<file path="config.mk">
export PLATFORM = sky130hd
export DESIGN_NAME = mem_lsu
export DESIGN_NICKNAME = d
export VERILOG_FILES = /design/src/rtl/mem_lsu_pkg.sv /design/src/rtl/mem_lsu_fmt.sv /design/src/rtl/mem_lsu.sv
export SDC_FILE = /design/constraint.sdc
export NUM_CORES = 1
export LEC_CHECK = 0
export BUFFER_PORTS_ARGS = -buffer_cell sky130_fd_sc_hd__clkbuf_2
export CORE_MARGIN = 4
export CORE_UTILIZATION = 35
export DETAILED_ROUTE_END_ITERATION = 10
export PLACE_DENSITY_LB_ADDON = 0.25
export REMOVE_ABC_BUFFERS = 1
export SKIP_CTS_REPAIR_TIMING = 1
export SLEW_MARGIN = 20
export SYNTH_ARGS = -nofsm -noshare
export SYNTH_HDL_FRONTEND = slang
export SYNTH_SLANG_ARGS = --single-unit
</file>
<file path="constraint.sdc">
create_clock -name clk -period 2.7 [get_ports clk]
set_input_delay 0.27 -clock clk [delete_from_list [all_inputs] [get_ports clk]]
set_output_delay 0.27 -clock clk [all_outputs]
set_load 0.005 [all_outputs]
</file>
<file path="src/rtl/mem_lsu_pkg.sv">
// Shared constants for the MEM-stage load/store unit: op codes, FSM encoding, bus widths.
package mem_lsu_pkg;

    localparam int unsigned DATA_W = 32;
    localparam int unsigned ADDR_W = 32;
    localparam int unsigned SEL_W  = 4;
    localparam int unsigned OP_W   = 8;
    localparam int unsigned REG_W  = 5;
    localparam int unsigned CNT_W  = 16;

    localparam logic [OP_W-1:0] EXE_ADDU_OP = 8'b0010_0001;
    localparam logic [OP_W-1:0] EXE_LB_OP   = 8'b1110_0000;
    localparam logic [OP_W-1:0] EXE_LH_OP   = 8'b1110_0001;
    localparam logic [OP_W-1:0] EXE_LW_OP   = 8'b1110_0011;
    localparam logic [OP_W-1:0] EXE_LBU_OP  = 8'b1110_0100;
    localparam logic [OP_W-1:0] EXE_LHU_OP  = 8'b1110_0101;
    localparam logic [OP_W-1:0] EXE_SB_OP   = 8'b1110_1000;
    localparam logic [OP_W-1:0] EXE_SH_OP   = 8'b1110_1001;
    localparam logic [OP_W-1:0] EXE_SW_OP   = 8'b1110_1011;

    typedef enum logic [1:0] {
        ST_IDLE = 2'd0,
        ST_BUSY = 2'd1,
        ST_DONE = 2'd2
    } lsu_state_e;

    function automatic logic is_load(input logic [OP_W-1:0] op);
        return (op == EXE_LB_OP) || (op == EXE_LBU_OP) || (op == EXE_LH_OP) ||
               (op == EXE_LHU_OP) || (op == EXE_LW_OP);
    endfunction

    function automatic logic is_store(input logic [OP_W-1:0] op);
        return (op == EXE_SB_OP) || (op == EXE_SH_OP) || (op == EXE_SW_OP);
    endfunction

endpackage

</file>
<file path="src/rtl/mem_lsu_fmt.sv">
// Big-endian lane formatting: store byte enables/replication, load extract/extend, misalign flags.
module mem_lsu_fmt
    import mem_lsu_pkg::*;
(
    input  logic [OP_W-1:0]   i_aluop,
    input  logic [1:0]        i_addr_lo,
    input  logic [DATA_W-1:0] i_reg2,
    input  logic [DATA_W-1:0] i_rdata,
    output logic [SEL_W-1:0]  o_sel,
    output logic [DATA_W-1:0] o_wdata,
    output logic [DATA_W-1:0] o_ldata,
    output logic              o_adel,
    output logic              o_ades
);

    logic [7:0]       w_byte;
    logic [15:0]      w_half;
    logic [SEL_W-1:0] w_bsel;
    logic [SEL_W-1:0] w_hsel;

    // Byte 0 lives in bits [31:24], so the shift grows as the address shrinks.
    assign w_byte = 8'(i_rdata >> {~i_addr_lo, 3'b000});
    assign w_half = i_addr_lo[1] ? i_rdata[15:0] : i_rdata[31:16];
    assign w_bsel = 4'b1000 >> i_addr_lo;
    assign w_hsel = i_addr_lo[1] ? 4'b0011 : 4'b1100;

    always_comb begin
        o_sel   = '0;
        o_wdata = i_reg2;
        o_ldata = i_rdata;
        o_adel  = 1'b0;
        o_ades  = 1'b0;
        case (i_aluop)
            EXE_LB_OP:  begin o_sel = w_bsel; o_ldata = {{24{w_byte[7]}}, w_byte}; end
            EXE_LBU_OP: begin o_sel = w_bsel; o_ldata = {24'd0, w_byte}; end
            EXE_LH_OP:  begin o_sel = w_hsel; o_ldata = {{16{w_half[15]}}, w_half}; o_adel = i_addr_lo[0]; end
            EXE_LHU_OP: begin o_sel = w_hsel; o_ldata = {16'd0, w_half}; o_adel = i_addr_lo[0]; end
            EXE_LW_OP:  begin o_sel = 4'b1111; o_adel = |i_addr_lo; end
            EXE_SB_OP:  begin o_sel = w_bsel; o_wdata = {4{i_reg2[7:0]}}; end
            EXE_SH_OP:  begin o_sel = w_hsel; o_wdata = {2{i_reg2[15:0]}}; o_ades = i_addr_lo[0]; end
            EXE_SW_OP:  begin o_sel = 4'b1111; o_ades = |i_addr_lo; end
            default:    ;
        endcase
    end

endmodule

</file>
<file path="src/rtl/mem_lsu.sv">
// MEM-stage load/store unit: passthrough for ALU ops, single-beat req/ack bus cycle for loads/stores.
module mem_lsu
    import mem_lsu_pkg::*;
#(
    parameter int unsigned TIMEOUT_CYC = 255
) (
    input  logic              clk,
    input  logic              rst,
    input  logic              flush,
    input  logic [REG_W-1:0]  mem_wd,
    input  logic              mem_wreg,
    input  logic [DATA_W-1:0] mem_wdata,
    input  logic [OP_W-1:0]   mem_aluop,
    input  logic [ADDR_W-1:0] mem_addr,
    input  logic [DATA_W-1:0] mem_reg2,
    output logic [REG_W-1:0]  wb_wd,
    output logic              wb_wreg,
    output logic [DATA_W-1:0] wb_wdata,
    output logic              stallreq,
    output logic              exc_adel,
    output logic              exc_ades,
    output logic              bus_err,
    output logic              bus_cyc,
    output logic              bus_we,
    output logic [SEL_W-1:0]  bus_sel,
    output logic [ADDR_W-1:0] bus_addr,
    output logic [DATA_W-1:0] bus_wdata,
    input  logic [DATA_W-1:0] bus_rdata,
    input  logic              bus_ack
);

    lsu_state_e        r_state;
    logic [CNT_W-1:0]  r_cnt;
    logic [DATA_W-1:0] r_ldata;
    logic              r_valid;
    logic              r_bus_err;
    logic              r_bus_cyc;
    logic              r_bus_we;
    logic [SEL_W-1:0]  r_bus_sel;
    logic [ADDR_W-1:0] r_bus_addr;
    logic [DATA_W-1:0] r_bus_wdata;

    logic [SEL_W-1:0]  w_sel;
    logic [DATA_W-1:0] w_wdata;
    logic [DATA_W-1:0] w_ldata;
    logic              w_adel;
    logic              w_ades;
    logic              w_load;
    logic              w_mem;
    logic              w_start;
    logic              w_timeout;
    logic [CNT_W-1:0]  w_cnt_nxt;

    mem_lsu_fmt u_fmt (
        .i_aluop   (mem_aluop),
        .i_addr_lo (mem_addr[1:0]),
        .i_reg2    (mem_reg2),
        .i_rdata   (bus_rdata),
        .o_sel     (w_sel),
        .o_wdata   (w_wdata),
        .o_ldata   (w_ldata),
        .o_adel    (w_adel),
        .o_ades    (w_ades)
    );

    assign w_load    = is_load(mem_aluop);
    assign w_mem     = w_load | is_store(mem_aluop);
    assign w_start   = (r_state == ST_IDLE) && w_mem && !w_adel && !w_ades && !flush;
    assign w_cnt_nxt = r_cnt + CNT_W'(1);
    assign w_timeout = (TIMEOUT_CYC != 0) && (w_cnt_nxt == CNT_W'(TIMEOUT_CYC));

    // Transaction FSM; a flush seen while BUSY only poisons the result, the bus cycle runs to completion.
    always_ff @(posedge clk) begin
        if (rst) begin
            r_state     <= ST_IDLE;
            r_cnt       <= '0;
            r_ldata     <= '0;
            r_valid     <= 1'b0;
            r_bus_err   <= 1'b0;
            r_bus_cyc   <= 1'b0;
            r_bus_we    <= 1'b0;
            r_bus_sel   <= '0;
            r_bus_addr  <= '0;
            r_bus_wdata <= '0;
        end else begin
            r_bus_err <= 1'b0;
            case (r_state)
                ST_IDLE: begin
                    if (w_start) begin
                        r_bus_cyc   <= 1'b1;
                        r_bus_we    <= !w_load;
                        r_bus_sel   <= w_sel;
                        r_bus_addr  <= {mem_addr[ADDR_W-1:2], 2'b00};
                        r_bus_wdata <= w_wdata;
                        r_cnt       <= '0;
                        r_valid     <= 1'b1;
                        r_state     <= ST_BUSY;
                    end
                end
                ST_BUSY: begin
                    if (flush) r_valid <= 1'b0;
                    if (bus_ack) begin
                        r_ldata   <= w_ldata;
                        r_bus_cyc <= 1'b0;
                        r_bus_we  <= 1'b0;
                        r_state   <= ST_DONE;
                    end else if (w_timeout) begin
                        r_bus_cyc <= 1'b0;
                        r_bus_we  <= 1'b0;
                        r_bus_err <= 1'b1;
                        r_valid   <= 1'b0;
                        r_state   <= ST_DONE;
                    end else begin
                        r_cnt <= w_cnt_nxt;
                    end
                end
                ST_DONE: r_state <= ST_IDLE;
                default: r_state <= ST_IDLE;
            endcase
        end
    end

    // Writeback and stall are combinational so passthrough ops cost no cycle.
    always_comb begin
        wb_wd    = mem_wd;
        wb_wreg  = mem_wreg;
        wb_wdata = mem_wdata;
        stallreq = 1'b0;
        case (r_state)
            ST_IDLE: begin
                if (w_mem) begin
                    wb_wreg  = 1'b0;
                    stallreq = w_start;
                end
            end
            ST_BUSY: begin
                wb_wreg  = 1'b0;
                stallreq = 1'b1;
            end
            ST_DONE: begin
                wb_wreg = w_load && mem_wreg && r_valid && !flush;
                if (w_load) wb_wdata = r_ldata;
            end
            default: wb_wreg = 1'b0;
        endcase
    end

    assign exc_adel  = w_adel;
    assign exc_ades  = w_ades;
    assign bus_err   = r_bus_err;
    assign bus_cyc   = r_bus_cyc;
    assign bus_we    = r_bus_we;
    assign bus_sel   = r_bus_sel;
    assign bus_addr  = r_bus_addr;
    assign bus_wdata = r_bus_wdata;

endmodule

</file>
==> metrics.txt, run 1 <==
share of cells above drive strength 1=34.94%; Worst-Margin Slew=1014 ps; via count=6360; HP Class=in -> reg; max-slew violations=0; fin nets=1131; final core utilization=47.52%; crit path DAT=2870 ps; Final Hold Fails=0; met1 wire length=8184 um; wire length per cell=16.00 um; n_diodes=0; worst-case clock buffer depth=2; clock sinks=120; maximum operating frequency=0.3958 GHz; pwr dens=553.8 mW/mm^2; crit end category=flop; Post-synth top flop=dfxtp_1; CTS tree=built; RSZ-0062 raised after global routing=no; switching power of the nets=1105 uW; GRT Residual Overflow=0; DR top layer=met5; DR iter-0 viols=320; min-delay src=mem_addr[12]; Seq/Total Area, Yosys=39.18%; DR WL met2=9107 um; Detail Placement HPWL=14150 um; Leak=0.003340 uW; crit share post-route=93.57%; Worst setup SP type=flop; Critical R2R Launch=r_cnt[1]; Fillers=1739; internal power=3431 uW; crit path from=r_cnt[1]; root buffer cell=clkbuf_16; number of synthesized flops with an enable pin=0; DIE WIDTH=140.4 um; synth warn=0; DRT Pass-1 Iters=7; Post-route DRC=0; global-route wire length before repair=31800 um; final setup violation count=0; Avg Cell Area, Syn=7.995 sq um; core area=0.01724 sq mm; Routed Antenna Nets=0; Crit path required time=3040 ps; IO Port Bufs=245; fin crit period=2526 ps; post-synthesis cell count=767; crit-path max FO=9; status=finished clean; synthesized area=0.006132 sq mm; vias in the first global route=6188; CTS Buf Count=17; Clk pin slew, worst setup/hold paths=60 ps; Sw Ratio=24.35%; GPL Wtd Cong=0.8881; wire length on met3=1929 um; worst rel slew slack=31.85%; I/O Pins=258; FP Rows=48; H-tree Lvls=4; Total Wirelength=19540 um; GRT Resource Usage Total=19.80%; largest net degree at the start of global routing=83; max_cap viols=0; chip height=140.4 um; fraction of registers with async set/reset=0%; Fin Clk Skew=7.860 ps; worst skew pair latency=420 ps; worst vdd ir=0.4309 mV; Reg power frac=39.5%; Comb pwr share=8.0%; Final Power=4536 uW; synthesis-to-finish area growth=33.56%; Netlist cell types=65; Clock Power Share=52.5%; Via-to-Cell Ratio=5.209; die footprint=0.01970 sq mm; initial antenna violation count=1; initial core utilization=35.58%; critical path class=reg -> reg; hold_ws=66.96 ps; register bit total from synthesis=120
cells in the final DEF, fill, tap and decap left out, drive strengths merged, types with 3 or more instances in the layout:
cell,instances
a211oi,38
a21oi,94
a221oi,8
a311oi,4
a31oi,7
and2,10
buf,22
bufinv,3
clkbuf,261
clkinv,6
dfxtp,120
inv,14
mux2,34
mux2i,25
nand2,148
nand2b,4
nand3,12
nand4,7
nor2,62
nor3,10
nor3b,3
nor4,3
o211ai,11
o21ai,36
o221ai,8
o41ai,3
final cells by class:
cell class	instances	area (sq um)	share of cell area, %
sequential	120	2402	29.33
clock inverter	15	190.2	2.322
tap	225	281.5	3.437
clock buffer	17	425.4	5.194
inverter	8	30.03	0.3666
timing repair buffer	266	1436	17.54
multi-input combinational	570	3425	41.81
synth_stat cells (3+ instances only):
cell	count	area, sq um
a211oi_1	38	285.3
a21oi_1	93	465.5
a221oi_1	8	70.07
a311oi_1	4	35.03
a31oi_1	6	37.54
and2_1	10	62.56
buf_1	4	15.01
buf_2	14	70.07
buf_4	9	67.56
clkbuf_1	41	153.9
dfxtp_1	120	2402
inv_1	8	30.03
mux2_2	34	382.9
mux2i_1	25	250.2
nand2_1	148	555.5
nand2b_1	4	25.02
nand3_1	12	60.06
nand4_1	5	31.28
nor2_1	61	229.0
nor3_1	9	45.04
o211ai_1	11	82.58
o21ai_0	35	175.2
o221ai_1	8	70.07
o41ai_1	3	26.28
power groups by stage:
stage          Clock [uW]  Sequential [uW]  Combinational, uW
3_5_place_dp            0             1830                365
2_1_floorplan           0             1830                128
3_3_place_gp            0             1830                363
6_report             2380             1790                364
5_1_grt              2520             1790                406
4_1_cts              2420             1790                366
flip-flops by register name (all words and copies together), names as in the netlist:
| register | flops |
|---|---|
| bus_wdata | 32 |
| r_ldata | 32 |
| bus_addr | 30 |
| r_cnt | 16 |
| bus_sel | 4 |
| r_state | 2 |
| bus_cyc | 1 |
| bus_err | 1 |
| bus_we | 1 |
| r_valid | 1 |
final timing paths:
kind / depth (start not counted) / slack [ps] / endpoint
setup / recovery: 8 / 170 / r_cnt[5]
hold / removal: 3 / 70 / bus_addr[12]
setup reg to reg: 8 / 170 / r_cnt[5]
hold reg to reg: 2 / 450 / r_ldata[6]
per-layer routing:
layer  up-vias  GRT usage (%)
li1       3176              -
met5         -              0
met2       263          31.15
met1      2889          24.79
met3        30          8.296
met4         2          5.915
critical path, stage by stage, from the launching register on:
cell	delay (ps)
dfxtp_1	520
ha_1	350
and3_1	280
xnor2_1	90
a41o_1	240
o211a_2	170
a21o_1	260
or4_1	420
a21oi_1	150
per-stage QoR:
stage,TNS (ps),cell area [sq um],instances,setup slack (ps)
4_1_cts,0,8185,1221,102.3
3_3_place_gp,0,7570,1189,252.5
6_report,0,8190,1221,173.6
3_5_place_dp,0,7570,1189,135.2
2_1_floorplan,-40620,5819,698,-929.4
5_1_grt,0,8190,1221,38.99
kinds of logic (layout without fill, tap and decap cells):
| group | count (synthesis) | after routing | synth area share [%] |
|---|---|---|---|
| and+or+nand+nor | 275 | 275 | 20.14 |
| AOI/OAI and AO/OA | 229 | 229 | 23.59 |
| DFF | 120 | 120 | 39.18 |
| buffers and inverters | 78 | 306 | 5.652 |
| muxes | 60 | 60 | 10.69 |
| adders and majority gates | 2 | 2 | 0.4080 |
| xor gates and xnor gates | 2 | 2 | 0.2857 |
| other | 1 | 2 | 0.06115 |
No activity file was read; power rests on OpenSTA's default activity.
==> inputs of run 2 (changes only) <==
--- a/config.mk
+++ b/config.mk
@@ -9,10 +9,12 @@
 export CORE_MARGIN = 4
 export CORE_UTILIZATION = 35
 export DETAILED_ROUTE_END_ITERATION = 10
+export GPL_ROUTABILITY_DRIVEN = 0
 export PLACE_DENSITY_LB_ADDON = 0.25
 export REMOVE_ABC_BUFFERS = 1
 export SKIP_CTS_REPAIR_TIMING = 1
 export SLEW_MARGIN = 20
 export SYNTH_ARGS = -nofsm -noshare
 export SYNTH_HDL_FRONTEND = slang
+export SYNTH_HIERARCHICAL = 1
 export SYNTH_SLANG_ARGS = --single-unit
==> run 2 against run 1 <==
Compared with the run above: worst hold slack worse by 1.6 ps; worst setup slack better by 120 ps; final cell count up 3.4%; sequential share of layout area down 0.91 points; critical endpoint is now wb_wdata[9]; clock-buffer cell count unchanged; clock skew up 6.3 ps; fmax up 4.9%.
==> metrics.txt, run 2 <==
status=finished clean; Routed Antenna Nets=0; Post-Synth XOR/XNOR Area=0.2689%; crit path from=r_state[0]; commonest non-fill, non-tap cell in the layout=clkbuf_2; chip height=144.4 um; switching power of the nets=1142 uW; multiplexer share of the synthesized area=13.02%; maximum operating frequency=0.4151 GHz; Total Wirelength=20770 um; critical path class=reg -> out; Worst setup SP type=flop; initial core utilization=35.90%; Clk pin slew, worst setup/hold paths=70 ps; Setup Total Neg Slack=0 ps; post-synthesis cell count=811; I/O Pins=258; Via-to-Cell Ratio=5.215; H-tree Lvls=4; post-synthesis compound-gate area fraction=20.99%; main combinational cell family by area after synthesis=simple AND/OR/NAND/NOR gates; worst-case clock buffer depth=2; crit share post-route=89.23%; Worst-Margin Slew=760.1 ps; via count=6587; CTS tree=built; Final Hold Fails=0; most frequent cells in the layout=244 x clkbuf_2, 207 x nand2_1, 120 x dfxtp_1, 108 x a21oi_1, 71 x mux2_2; GRT Residual Overflow=0; synth warn=6; GRT Resource Usage Total=19.71%; HP Class=in -> reg; Comb pwr share=9.1%; wire length per cell=16.45 um; vias in the first global route=6305; IO Port Bufs=245; n_diodes=0; Seq/Total Area, Yosys=36.87%; pwr dens=543.7 mW/mm^2; R2R Path End=r_cnt[1]; fraction of registers with async set/reset=0%; max-slew violations=0; largest net degree at the start of global routing=84; clock sinks=120; internal power=3454 uW; Reg power frac=38.9%; initial antenna violation count=0; max_cap viols=0; Sw Ratio=24.85%; number of synthesized flops with an enable pin=0; Fin Clk Skew=14.15 ps; root buffer cell=clkbuf_16; r2r setup slk=290 ps; Detail Placement HPWL=14910 um; most frequent cells after synthesis=208 x nand2_1, 120 x dfxtp_1, 108 x a21oi_1; core area=0.01815 sq mm; final cell count without fillers=1263; most frequent cell after synthesis=nand2_1; Area contributors post-synth=dfxtp_1 37%, mux2_2 12%, nand2_1 12%; fin crit period=2409 ps; dpl cells=1231; Netlist cell types=67; register bit total from synthesis=120; die footprint=0.02086 sq mm; RSZ-0062 raised after global routing=no; Post-Synth Simple-Gate Area=21.93%; DR iter-0 viols=281; DRT Pass-1 Iters=5; Post-route DRC=0; Final Power=4596 uW; R2R cell count=7; Critical Path End=wb_wdata[9]; share of cells above drive strength 1=38.01%; synthesized area=0.006515 sq mm; Avg Cell Area, Syn=8.033 sq um; Synth area leader=dfxtp_1; synthesis-to-finish area growth=29.73%; crit-path max FO=32; worst rel slew slack=49.33%; global-route wire length before repair=32360 um; Post-synth top flop=dfxtp_1; fin nets=1169; final core utilization=46.57%; Crit path required time=2430 ps; worst skew pair latency=420 ps; crit end category=output port; FP Rows=49; Leak=0.003381 uW; Clock Power Share=52.1%; worst vdd ir=0.3609 mV; Synth Area in Adders=0.3841%; Yosys top cell area share=36.87%; DIE WIDTH=144.4 um; Critical R2R Launch=r_cnt[1]; CTS Buf Count=17; crit path DAT=2140 ps; final setup violation count=0
## run 2: changes by cell type after synthesis, moves of 8 or more
cell	previous run	this run
nand2_1	148	208
buf_4	9	17
a211oi_1	38	1
nand3_1	12	21
mux2_2	34	71
a21oi_1	93	108
o221ai_1	8	0
mux2i_1	25	0
nor2_1	61	18
o31ai_1	0	24
## run 2: layout make-up
class,count,area [sq um]
repair buffers,266,1424
multi-input cells,610,3701
well taps,229,286.5
clock inverters,15,190.2
clock buffers,17,425.4
flip-flops and latches,120,2402
inverters,6,22.52
fillers,1840,9696
## run 2: critical path, stage by stage (launching register included)
cell and delay [ps]:
dfxtp_1 340, clkinv_1 290, nand3_1 180, buf_4 390, mux2_2 400, clkbuf_2 110
## run 2: how the worst min path moves through the flow
stage | cells past startpoint | startpoint | end | slack [ps]
final | 3 | mem_addr[8] | bus_addr[8] | 70
after global routing | 3 | mem_addr[18] | bus_addr[18] | 60
after CTS | 3 | mem_addr[8] | bus_addr[8] | 40
after detailed placement | 2 | bus_addr[23] | bus_addr[23] | 450
after global placement | 2 | bus_addr[18] | bus_addr[18] | 440
after floorplan | 1 | rst | bus_addr[10] | 340
## run 2: power groups by stage
| stage | sequential, uW | clock [uW] | combinational [uW] |
|---|---|---|---|
| 2_1_floorplan | 1830 | 0 | 168 |
| 3_3_place_gp | 1830 | 0 | 412 |
| 3_5_place_dp | 1830 | 0 | 416 |
| 4_1_cts | 1790 | 2450 | 418 |
| 5_1_grt | 1790 | 2540 | 459 |
| 6_report | 1790 | 2390 | 416 |
## run 2: cells by family after synthesis
logic type               count (synthesis)
AO/OA/AOI/OAI                          218
multiplexers                            74
other                                    1
XOR/XNOR                                 2
flip-flops                             120
buffers and inverters                   82
AND/OR/NAND/NOR                        312
adder cells (fa/ha/maj)                  2
## run 2: stage by stage
stage | setup WS, ps | hold slack (ps) | instance area [sq um]
floorplan | -794.6 | 339.1 | 6120
global placement | 255.7 | 440.5 | 7836
detailed placement | 201.7 | 446.1 | 7836
CTS | 230.6 | 44.14 | 8452
global route | 78.86 | 55.78 | 8452
finish | 290.9 | 65.39 | 8452
## run 2: metal layers
layer  track usage, %  wire (um)
met5                0          0
met1            24.47       8926
met4            7.413        390
met2            31.11       9207
met3            7.474       2249
==> inputs of run 3 (changes only) <==
--- a/config.mk
+++ b/config.mk
@@ -16,5 +16,4 @@
 export SLEW_MARGIN = 20
 export SYNTH_ARGS = -nofsm -noshare
 export SYNTH_HDL_FRONTEND = slang
-export SYNTH_HIERARCHICAL = 1
 export SYNTH_SLANG_ARGS = --single-unit
==> run 3 against run 2 <==
Compared with the run above: via count is 3.9% lower; worst hold slack improved by 1.4 ps; critical path depth rose by 3; wire length shrank 5.5%; combinational power shrank 13%; utilization is 1.3 points higher; worst setup slack got worse by 49 ps.
==> metrics.txt, run 3 (synthesized netlist as in run 1, its figures left out) <==
RSZ-0062 raised after global routing=no; critical-path cell list=ha_1, nand3_1, nor3_2, or4_1, a21oi_2, a21o_1, or4_1, a21oi_1; fin nets=1131; IO Port Bufs=245; crit-path max FO=9; Setup Total Neg Slack=0 ps; HP Class=in -> reg; global-route wire length before repair=31550 um; Post-route DRC=0; chip height=140.4 um; worst rel slew slack=31.47%; via count=6332; synthesis-to-finish area growth=34.56%; maximum operating frequency=0.4067 GHz; Via-to-Cell Ratio=5.190; initial core utilization=35.58%; worst vdd ir=0.4485 mV; Detail Placement HPWL=14390 um; Fin Clk Skew=8.209 ps; initial antenna violation count=1; Final Hold Fails=0; fin crit period=2459 ps; largest net degree at the start of global routing=83; vias in the first global route=6076; GRT Resource Usage Total=19.70%; worst skew pair latency=420 ps; Clk pin slew, worst setup/hold paths=60 ps; Crit path required time=3040 ps; Worst setup SP type=flop; worst slack at placement=162.0 ps; pwr dens=577.6 mW/mm^2; GRT Residual Overflow=0; share of cells above drive strength 1=34.77%; wire length per cell=16.10 um; Register Area=0.002402 sq mm; hold_ws=66.78 ps; DR iter-0 viols=382; H-tree Lvls=4; Total Wirelength=19640 um; crit share post-route=91.06%; critical path class=reg -> reg; n_diodes=0; DRT Pass-1 Iters=5; clock sinks=120; final setup violation count=0; Worst-Margin Slew=1020 ps; crit end category=flop; Routed Antenna Nets=0; max_cap viols=0; crit path DAT=2800 ps; core area=0.01724 sq mm; worst-case clock buffer depth=2; CTS tree=built; Leak=0.003356 uW; multi-input logic area=0.003425 sq mm; status=finished clean; cell area after layout=0.008252 sq mm; Fillers=1719; die footprint=0.01970 sq mm; Placed Area=0.007570 sq mm; most frequent cells in the layout=244 x clkbuf_2, 148 x nand2_1, 120 x dfxtp_1, 93 x a21oi_1, 60 x nor2_1; commonest non-fill, non-tap cell in the layout=clkbuf_2; slack of the critical path=241.4 ps; most used cell along the critical path=or4_1; slowest cell on the critical path=dfxtp_1; I/O Pins=258; FP Rows=48; Critical Path Max Stage Delay=480 ps; CTS Buf Count=17; DIE WIDTH=140.4 um; max-slew violations=0; root buffer cell=clkbuf_16
## run 3: cell types whose count changed in the layout (fill, tap and decap cells not counted), moves of 24 or more
cell	change
mux2_2	-37
mux2i_1	+25
a211oi_1	+37
nor2_1	+43
o31ai_1	-24
nand2_1	-59
## run 3: routing by layer
| layer | vias up | routed length (um) | track usage, % |
|---|---|---|---|
| met5 | - | 13 | 0 |
| met4 | 2 | 216 | 5.966 |
| met3 | 15 | 1972 | 8.569 |
| met2 | 232 | 9237 | 31.45 |
| met1 | 2893 | 8196 | 24.06 |
| li1 | 3190 | - | - |
## run 3: final timing paths
kind	from	endpoint	slack, ps	cells after the start
setup / recovery	r_cnt[1]	r_cnt[5]	240	8
hold / removal	mem_addr[12]	bus_addr[12]	70	3
setup reg to reg	r_cnt[1]	r_cnt[5]	240	8
hold reg to reg	r_ldata[1]	r_ldata[1]	450	2
## run 3: power breakdown
part / total [uW] / leakage (uW) / switching (uW) / internal (uW)
Combinational: 363 / 0.00207 / 191 / 172
Clock: 2610 / 0.000319 / 833 / 1780
Sequential: 1790 / 0.000967 / 7.45 / 1780
## run 3: worst max-delay path, delay by kind of cell, from the launching register on
kind,cells,cell delay (ps)
adders and majority gates,1,310
and+or+nand+nor,4,1080
DFF,1,480
AOI/OAI and AO/OA,3,520
## run 3: layout make-up
cell class	instances	share of cell area, %
Inverter	8	0.3639
Timing Repair Buffer	266	17.41
Sequential cell	120	29.11
Clock inverter	11	2.669
Tap cell	225	3.412
Clock buffer	20	5.534
Multi-Input combinational cell	570	41.50
## run 3: through the flow
stage	utilization, %	instances	total power (uW)
final	47.87	1220	4766
after global routing	47.87	1220	4933
after CTS	47.84	1220	4817
after detailed placement	43.92	1189	2195
after global placement	43.92	1189	2191
after floorplan	-	698	1958
